==> config.mk <==
export PLATFORM = sky130hd
export DESIGN_NAME = ascii_int_counter
export DESIGN_NICKNAME = d
export VERILOG_FILES = /design/src/rtl/ascii_int_counter.sv
export SDC_FILE = /design/constraint.sdc
export NUM_CORES = 1
export LEC_CHECK = 0
export ABC_CLOCK_PERIOD_IN_PS = 2800
export CAP_MARGIN = 20
export CORE_UTILIZATION = 50
export CTS_CLUSTER_SIZE = 8
export DETAILED_ROUTE_END_ITERATION = 12
export PLACE_DENSITY = 0.79
export SLEW_MARGIN = 10
export SYNTH_ARGS = -nofsm -noshare
export SYNTH_HDL_FRONTEND = slang
export SYNTH_SLANG_ARGS = --single-unit
==> constraint.sdc <==
create_clock -name clk -period 2.8 [get_ports clk]
set_input_delay 0.42 -clock clk [delete_from_list [all_inputs] [get_ports clk]]
set_output_delay 0.42 -clock clk [all_outputs]
set_load 0.02 [all_outputs]
==> src/rtl/ascii_int_counter.sv <==
// Multi-digit up/down counter in a configurable radix. Each digit is presented as an ASCII byte.
// A byte serializer streams a snapshot of the count, most significant digit first.
module ascii_int_counter #(
  parameter int unsigned NUM_DIGITS = 4,
  parameter int unsigned BASE       = 10,
  parameter bit          LZ_BLANK   = 1'b0,
  parameter bit          APPEND_EOL = 1'b0
) (
  input  logic                    clk,
  input  logic                    rst,
  input  logic                    inc,
  input  logic                    dec,
  input  logic                    clr,
  output logic [8*NUM_DIGITS-1:0] value,
  output logic                    overflow,
  output logic                    underflow,
  input  logic                    emit,
  output logic                    busy,
  output logic [7:0]              tx_data,
  output logic                    tx_valid,
  input  logic                    tx_ready,
  output logic                    tx_last
);

  if (NUM_DIGITS < 1 || NUM_DIGITS > 8) begin : gen_bad_num_digits
    $error("ascii_int_counter: NUM_DIGITS must be in 1..8");
  end
  if (BASE < 2 || BASE > 16) begin : gen_bad_base
    $error("ascii_int_counter: BASE must be in 2..16");
  end

  localparam logic [3:0] MaxDigit = 4'(BASE - 1);
  localparam logic [2:0] MsdIdx   = 3'(NUM_DIGITS - 1);

  typedef enum logic [1:0] {StIdle, StSend, StCr, StLf} state_e;

  function automatic logic [7:0] to_ascii(input logic [3:0] d);
    return (d < 4'd10) ? (8'h30 + {4'h0, d}) : (8'h37 + {4'h0, d});
  endfunction

  logic [NUM_DIGITS-1:0][3:0] cnt_q, cnt_d;
  logic [8*NUM_DIGITS-1:0]    value_d;
  logic                       ovf_d, unf_d, carry;

  // Snapshot is padded to 8 digits so the 3-bit digit index never leaves the array.
  logic [7:0][3:0]            snap_q, snap_d;
  logic [2:0]                 idx_q, idx_d, start_idx;
  state_e                     state_q, state_d;

  // Next count: clr wins, inc/dec ripple carry or borrow through all digits in one cycle.
  always_comb begin
    cnt_d = cnt_q;
    ovf_d = 1'b0;
    unf_d = 1'b0;
    carry = 1'b1;
    if (clr) begin
      cnt_d = '0;
    end else if (inc && !dec) begin
      for (int i = 0; i < int'(NUM_DIGITS); i++) begin
        if (carry) begin
          if (cnt_q[i] == MaxDigit) begin
            cnt_d[i] = 4'd0;
          end else begin
            cnt_d[i] = cnt_q[i] + 4'd1;
            carry    = 1'b0;
          end
        end
      end
      ovf_d = carry;
    end else if (dec && !inc) begin
      for (int i = 0; i < int'(NUM_DIGITS); i++) begin
        if (carry) begin
          if (cnt_q[i] == 4'd0) begin
            cnt_d[i] = MaxDigit;
          end else begin
            cnt_d[i] = cnt_q[i] - 4'd1;
            carry    = 1'b0;
          end
        end
      end
      unf_d = carry;
    end
  end

  // ASCII view of the next count, registered alongside the digits.
  always_comb begin
    value_d = '0;
    for (int i = 0; i < int'(NUM_DIGITS); i++) begin
      value_d[8*i +: 8] = to_ascii(cnt_d[i]);
    end
  end

  // Counter state, ASCII value and wrap pulses.
  always_ff @(posedge clk) begin
    if (rst) begin
      cnt_q     <= '0;
      value     <= {NUM_DIGITS{8'h30}};
      overflow  <= 1'b0;
      underflow <= 1'b0;
    end else begin
      cnt_q     <= cnt_d;
      value     <= value_d;
      overflow  <= ovf_d;
      underflow <= unf_d;
    end
  end

  // First digit to send: MSD, or the highest non-zero digit when blanking (LSD for zero).
  always_comb begin
    start_idx = MsdIdx;
    if (LZ_BLANK) begin
      start_idx = 3'd0;
      for (int i = 0; i < int'(NUM_DIGITS); i++) begin
        if (cnt_q[i] != 4'd0) start_idx = 3'(i);
      end
    end
  end

  // Serializer next state and byte-port outputs; outputs depend on registered state only.
  always_comb begin
    state_d  = state_q;
    idx_d    = idx_q;
    snap_d   = snap_q;
    busy     = (state_q != StIdle);
    tx_valid = (state_q != StIdle);
    tx_data  = 8'h00;
    tx_last  = 1'b0;
    unique case (state_q)
      StIdle: begin
        if (emit) begin
          state_d                   = StSend;
          idx_d                     = start_idx;
          snap_d                    = '0;
          snap_d[NUM_DIGITS-1:0]    = cnt_q;
        end
      end
      StSend: begin
        tx_data = to_ascii(snap_q[idx_q]);
        tx_last = (idx_q == 3'd0) && !APPEND_EOL;
        if (tx_ready) begin
          if (idx_q == 3'd0) state_d = APPEND_EOL ? StCr : StIdle;
          else               idx_d   = idx_q - 3'd1;
        end
      end
      StCr: begin
        tx_data = 8'h0D;
        if (tx_ready) state_d = StLf;
      end
      StLf: begin
        tx_data = 8'h0A;
        tx_last = 1'b1;
        if (tx_ready) state_d = StIdle;
      end
      default: state_d = StIdle;
    endcase
  end

  // Serializer registers; reset aborts any frame in flight.
  always_ff @(posedge clk) begin
    if (rst) begin
      state_q <= StIdle;
      idx_q   <= 3'd0;
      snap_q  <= '0;
    end else begin
      state_q <= state_d;
      idx_q   <= idx_d;
      snap_q  <= snap_d;
    end
  end

endmodule

### After elaboration in Yosys (flattened, before gate mapping)

Cells that the tools add are included.

* latch bits: 0
* ROM bits: 0
* output and inout bits: 45
* register bits: 71
* input port bits: 7
* memory bits (writable): 0
* memories kept: 0

* divide/modulo/power cells: 0
* bitwise operators: 4
* magnitude comparators: 6
* multiply operators: 0
* eq/ne operators: 13
* reduce and logical (&&, ||, !) cells: 17
* shift operators: 0
* $add $sub $neg: 19
* muxes and demuxes: 63

Operators by type and width (count)
* $add 6x4->7 const A: 10
* $mux 4: 15
* $mux 16: 3
* $mux 7: 5
* $mux 1: 27
* $pmux 7 s3: 1
* $lt 4x4->1 const B: 5
* $add 4x1->4 const B: 4
* $eq 4x4->1 const B: 4
* $logic_not 4->1: 4
* $sub 4x1->4 const B: 4
* $bmux 4 s3: 1
* $ne 2x2->1 const B: 6
* $mux 2: 5
* $mux 3: 3
* $pmux 2 s4: 1
* $pmux 3 s2: 1
* $reduce_and 5->1: 1
* $reduce_or 5->1: 1
* $eq 2x2->1 const B: 2
* $lt 3x4->1 const B: 1
* $not 1->1: 4
* $reduce_and 4->1: 1
* $reduce_bool 2->1: 2
* other kinds (9): 11

### Depth between registers and ports, before layout

* depth in word-level cells: 19
* depth in mapped cells: 11
* gate-level depth less buffers: 10

### Worst setup path after synthesis

No wires, ideal clock.

* path kind: register to register
* start: register cnt_q[8] (netlist bit)
* end: register value[25]
* path slack: -144 ps
* path buffers: 0
* data arrival time: 2823 ps
* cell stages (with the launch flop): 11
* path through: dfxtp_1 inv_1 ha_1 or3b_2 nor4_4 mux2_4 a2bb2oi_4 or2_2 ha_1 inv_1 o311a_1

* longest elaborated chain between the ends: 12
* elaborated cells on any way between the ends: 20
* those cells by class: add/sub (2); order compare (1); eq/ne (1); mux (15); reduce/logical (1)

RTL lines
* start: declaration: line 41 `logic [NUM_DIGITS-1:0][3:0] cnt_q, cnt_d;`
* start signal: assignment: line 101 `cnt_q <= cnt_d;`
* $logic_not 4->1: line 73 `if (cnt_q[i] == 4'd0) begin`
* $mux 1: line 73
* $mux 1: line 72 `if (carry) begin`
* $mux 1: line 70 `end else if (dec && !inc) begin`
* $mux 1: line 58 `end else if (inc && !dec) begin`
* $mux 1: line 56 `if (clr) begin`
* $mux 4: line 72
* $mux 16: line 70
* $mux 16 *: line 58
* $mux 16 *: line 56
* $add 6x4->7 / $lt 4x4->1 (equally long branches): line 38 `return (d < 4'd10) ? (8'h30 + {4'h0, d}) : (8'h37 + {4'h0, d});`
* $mux 7 *: line 38
* end signal: assignment: line 97 `value <= {NUM_DIGITS{8'h30}};`
* end signal: assignment: line 102 `value <= value_d;`
* end: declaration: line 14 `output logic [8*NUM_DIGITS-1:0] value,`

Mark *: on every way between the ends. The rest lies on a longest branch, timed or not. The select of a mux whose other input is x is not followed.
A chain may end at the register's enable or synchronous reset.

### Final worst setup path

* start: register cnt_q[4] (netlist bit)
* end: register value[25]

* longest elaborated chain between the ends: 16
* elaborated cells on any way between the ends: 27
* those cells by class: add/sub (2); order compare (1); eq/ne (1); mux (22); reduce/logical (1)

RTL lines (line)
* $logic_not 4->1: 73
* $mux 1: 73
* $mux 1: 72
* $mux 1: 70
* $mux 1: 58
* $mux 1: 56
* $mux 1: 72
* $mux 1: 70
* $mux 1: 58
* $mux 1: 56
* $mux 4: 72
* $mux 16: 70
* $mux 16 *: 58
* $mux 16 *: 56
* $add 6x4->7 / $lt 4x4->1 (equally long branches): 38
* $mux 7 *: 38

Marked as above.

==> flow_metrics.env <==
export IMPL_synth_cell_type_count=74
export IMPL_fin_total_pwr_w=0.00214
export IMPL_timing_rr_end="value[25]"
export IMPL_p_leak_nw=2.01
export IMPL_dr_pass1_iters=5
export IMPL_crit_arrival_ns=2.96
export IMPL_switching_share=0.292
export IMPL_whs_ns=0.455
export IMPL_rr_startpoint="cnt_q[4]"
export IMPL_crit_required_ns=3.03
export IMPL_cts_tree="built"
export IMPL_yosys_top_cells_area="dfxtp_1 35%, ha_1 6.5%, nand2_1 5.7%, a21oi_1 4.4%, nor2_1 2.8%"
export IMPL_viasPerCell=5.71
export IMPL_min_period_over_period=0.974
export IMPL_period_minus_slack_ns=2.73
export IMPL_synth_seq_area_share=0.350
export IMPL_vdd_drop_max_mv=0.270
export IMPL_gp_congestion=0.949
export IMPL_numCtsBuffers=9
export IMPL_post_place_ws_ns=-0.125
export IMPL_root_buffer="clkbuf_8"
export IMPL_drtAntennaViolNets=0
export IMPL_intPower_w=0.00152
export IMPL_fin_skew_ns=0.00969
export IMPL_nNetsFinal=566
export IMPL_num_rows=31
export IMPL_ios=52
export IMPL_ys_async_sr_fraction=0
export IMPL_core_um2=7330
export IMPL_port_buffers=46
export IMPL_critical_path_class="flop to flop"
export IMPL_timing_slew_headroom=0.569
export IMPL_p_sw_w=0.000626
export IMPL_final_fill_count=577
export IMPL_worst_pin_slew_ns=0.641
export IMPL_place_inst=624
export IMPL_htree_levels=3
export IMPL_clk_latency_ns=0.34
export IMPL_start_util=0.523
export IMPL_via_count=3667
export IMPL_ys_warn_count=0
export IMPL_synth_main_ff_cell="dfxtp_1"
export IMPL_power_density_nw_per_um2=437
export IMPL_combPwrFrac=0.205
export IMPL_syn_to_final_growth_pct=28.0
export IMPL_drt_iter0_drc=288
export IMPL_avgSynthCellArea_um2=8.54
export IMPL_wirelength_mm=9.51
export IMPL_yosys_area_top_type="dfxtp_1"
export IMPL_final_area_um2=4910
export IMPL_grt_overflow=0
export IMPL_diodes=0
export IMPL_endpoint="value[25]"
export IMPL_hp_class="flop to flop"
export IMPL_yosysTopAreaCellShare=0.350
export IMPL_clkSinkCount=67
export IMPL_fmaxAchievable_mhz=367
export IMPL_dp_hpwl_mm=7.19
export IMPL_clockBufferDepth=2
export IMPL_synth_edf_count=0
export IMPL_layout_cells_non_filler=642
export IMPL_reg2reg_slack_ns=0.07
export IMPL_p_clk_frac=0.325
export IMPL_routedWlPerCell_um=14.8
export IMPL_finalHoldViolations=0
export IMPL_cp_start_kind="flop"
export IMPL_cts_hold_buf=0
export IMPL_antenna_found_initial=0
export IMPL_drive_gt1_frac=0.203
export IMPL_die_h_um=89.6
export IMPL_setup_violations=0
export IMPL_critical_path_endpoint_type="flop"
export IMPL_crit_fanout=3
export IMPL_die_area_um2=8020
export IMPL_grt_max_degree=40
export IMPL_maxSlewViolCount=0
export IMPL_syn_area_um2=3830
export IMPL_place_area_um2=4710
export IMPL_syn_inst=449
export IMPL_gr_usage_all_layers=0.251
export IMPL_setup_worst_path_start="cnt_q[4]"
export IMPL_ff2ff_path_depth=10
export IMPL_synth_seq_cells=67
export IMPL_grt_pass1_vias=3384
export IMPL_max_cap_viol_count=0
export IMPL_die_w_um=89.6
export IMPL_clkTransAtPathRegs_ns=0.08
export IMPL_worst_slack_ns=0.0738
export IMPL_drc=0
export IMPL_seq_power_share=0.469
export IMPL_status="complete, no violations"
export IMPL_grt_first_pass_wirelength_mm=15.5
==> synth_stat cells (6+ instances only) <==
master / number
buf_2: 8
nand2_1: 58
a21oi_1: 34
nand3b_1: 6
nand2b_1: 11
and3_1: 8
o21ai_0: 16
clkbuf_1: 14
buf_4: 6
nor2_1: 29
dfxtp_1: 67
ha_1: 20
nor2b_1: 6
o211ai_1: 8
nor3_1: 16
and2_1: 7
inv_1: 20
nand3_1: 8
==> layout by cell type (no fill, tap or decap), types with 6 or more instances in the layout <==
master / count
a21oi_1: 34
and2_1: 7
and3_1: 8
buf_4: 59
clkbuf_8: 10
clkdlybuf4s50_1: 39
dfxtp_1: 64
ha_1: 18
inv_1: 16
nand2_1: 58
nand2b_1: 11
nand3_1: 8
nand3b_1: 6
nor2_1: 29
nor2b_1: 6
nor3_1: 16
o211ai_1: 8
o21ai_0: 16
==> per-stage QoR <==
step           setup TNS (ns)  utilization
6_report                    0        0.670
5_1_grt              -0.00833        0.670
4_1_cts                     0        0.665
3_5_place_dp           -0.305        0.643
3_3_place_gp           -0.260        0.643
2_1_floorplan               0            -
==> layout make-up <==
class	instances	area (um^2)	share of cell area
multi-input cells	336	2300	0.469
flip-flops and latches	67	1350	0.275
repair buffers	105	891	0.181
clock buffers	10	138	0.0280
well taps	99	124	0.0252
inverters	20	75.1	0.0153
clock inverters	5	30.0	0.00612
==> sequential cells by signal (all words and copies together), names as in the netlist <==
register	flops
state_q	2
idx_q	3
overflow	1
snap_q	16
value	28
cnt_q	16
underflow	1
==> critical path: stages, from the launching register on <==
cell,delay [ns]
dfxtp_2,0.33
inv_2,0.09
ha_4,0.14
or3b_4,0.40
nor4_4,0.28
mux2_4,0.35
a2bb2oi_4,0.17
or2_4,0.23
ha_1,0.27
inv_1,0.03
o311a_1,0.32
==> layer usage <==
metal | routed length, um | up-vias | global-route usage
met2 | 4570 | 123 | 0.418
met3 | 589 | 18 | 0.0594
met4 | 182 | 0 | 0.0938
met5 | 0 | - | 0
li1 | - | 1783 | -
met1 | 4170 | 1743 | 0.316
==> cell families after synthesis <==
family	count (synthesis)	share of synthesized area
compound gates	109	0.202
xor+xnor	6	0.0137
mux	11	0.0457
fa+ha+maj	20	0.0653
simple gates	185	0.262
other cells	1	0.000978
flops	67	0.350
buf+inv	50	0.0613
==> how the worst min path moves through the flow <==
stage / startpoint / endpoint / slack [ns] / depth (start not counted)
final: snap_q[1] / snap_q[1] / 0.46 / 2
after global routing: snap_q[11] / snap_q[11] / 0.48 / 2
after CTS: snap_q[11] / snap_q[11] / 0.46 / 2
after detailed placement: snap_q[11] / snap_q[11] / 0.45 / 2
after global placement: snap_q[5] / snap_q[5] / 0.44 / 2
after floorplan: snap_q[10] / snap_q[10] / 0.43 / 2
==> power groups by stage <==
stage | clock (W) | sequential, W | combinational, W
after floorplan | 0 | 0.00104 | 0.000269
after global placement | 0 | 0.00103 | 0.000421
after detailed placement | 0 | 0.00103 | 0.000432
after CTS | 0.000711 | 0.00101 | 0.000433
after global routing | 0.000762 | 0.00101 | 0.000482
final | 0.000697 | 0.00101 | 0.000440
==> what timing repair did <==
item                                    in CTS  in global routing
gates resized for setup                      6                 16
endpoints found under the hold margin        0                  0
pin swaps                                    0                  1
endpoints found under the setup margin       7                  7
setup buffers                                0                  3
No activity file was read; power rests on OpenSTA's default activity.
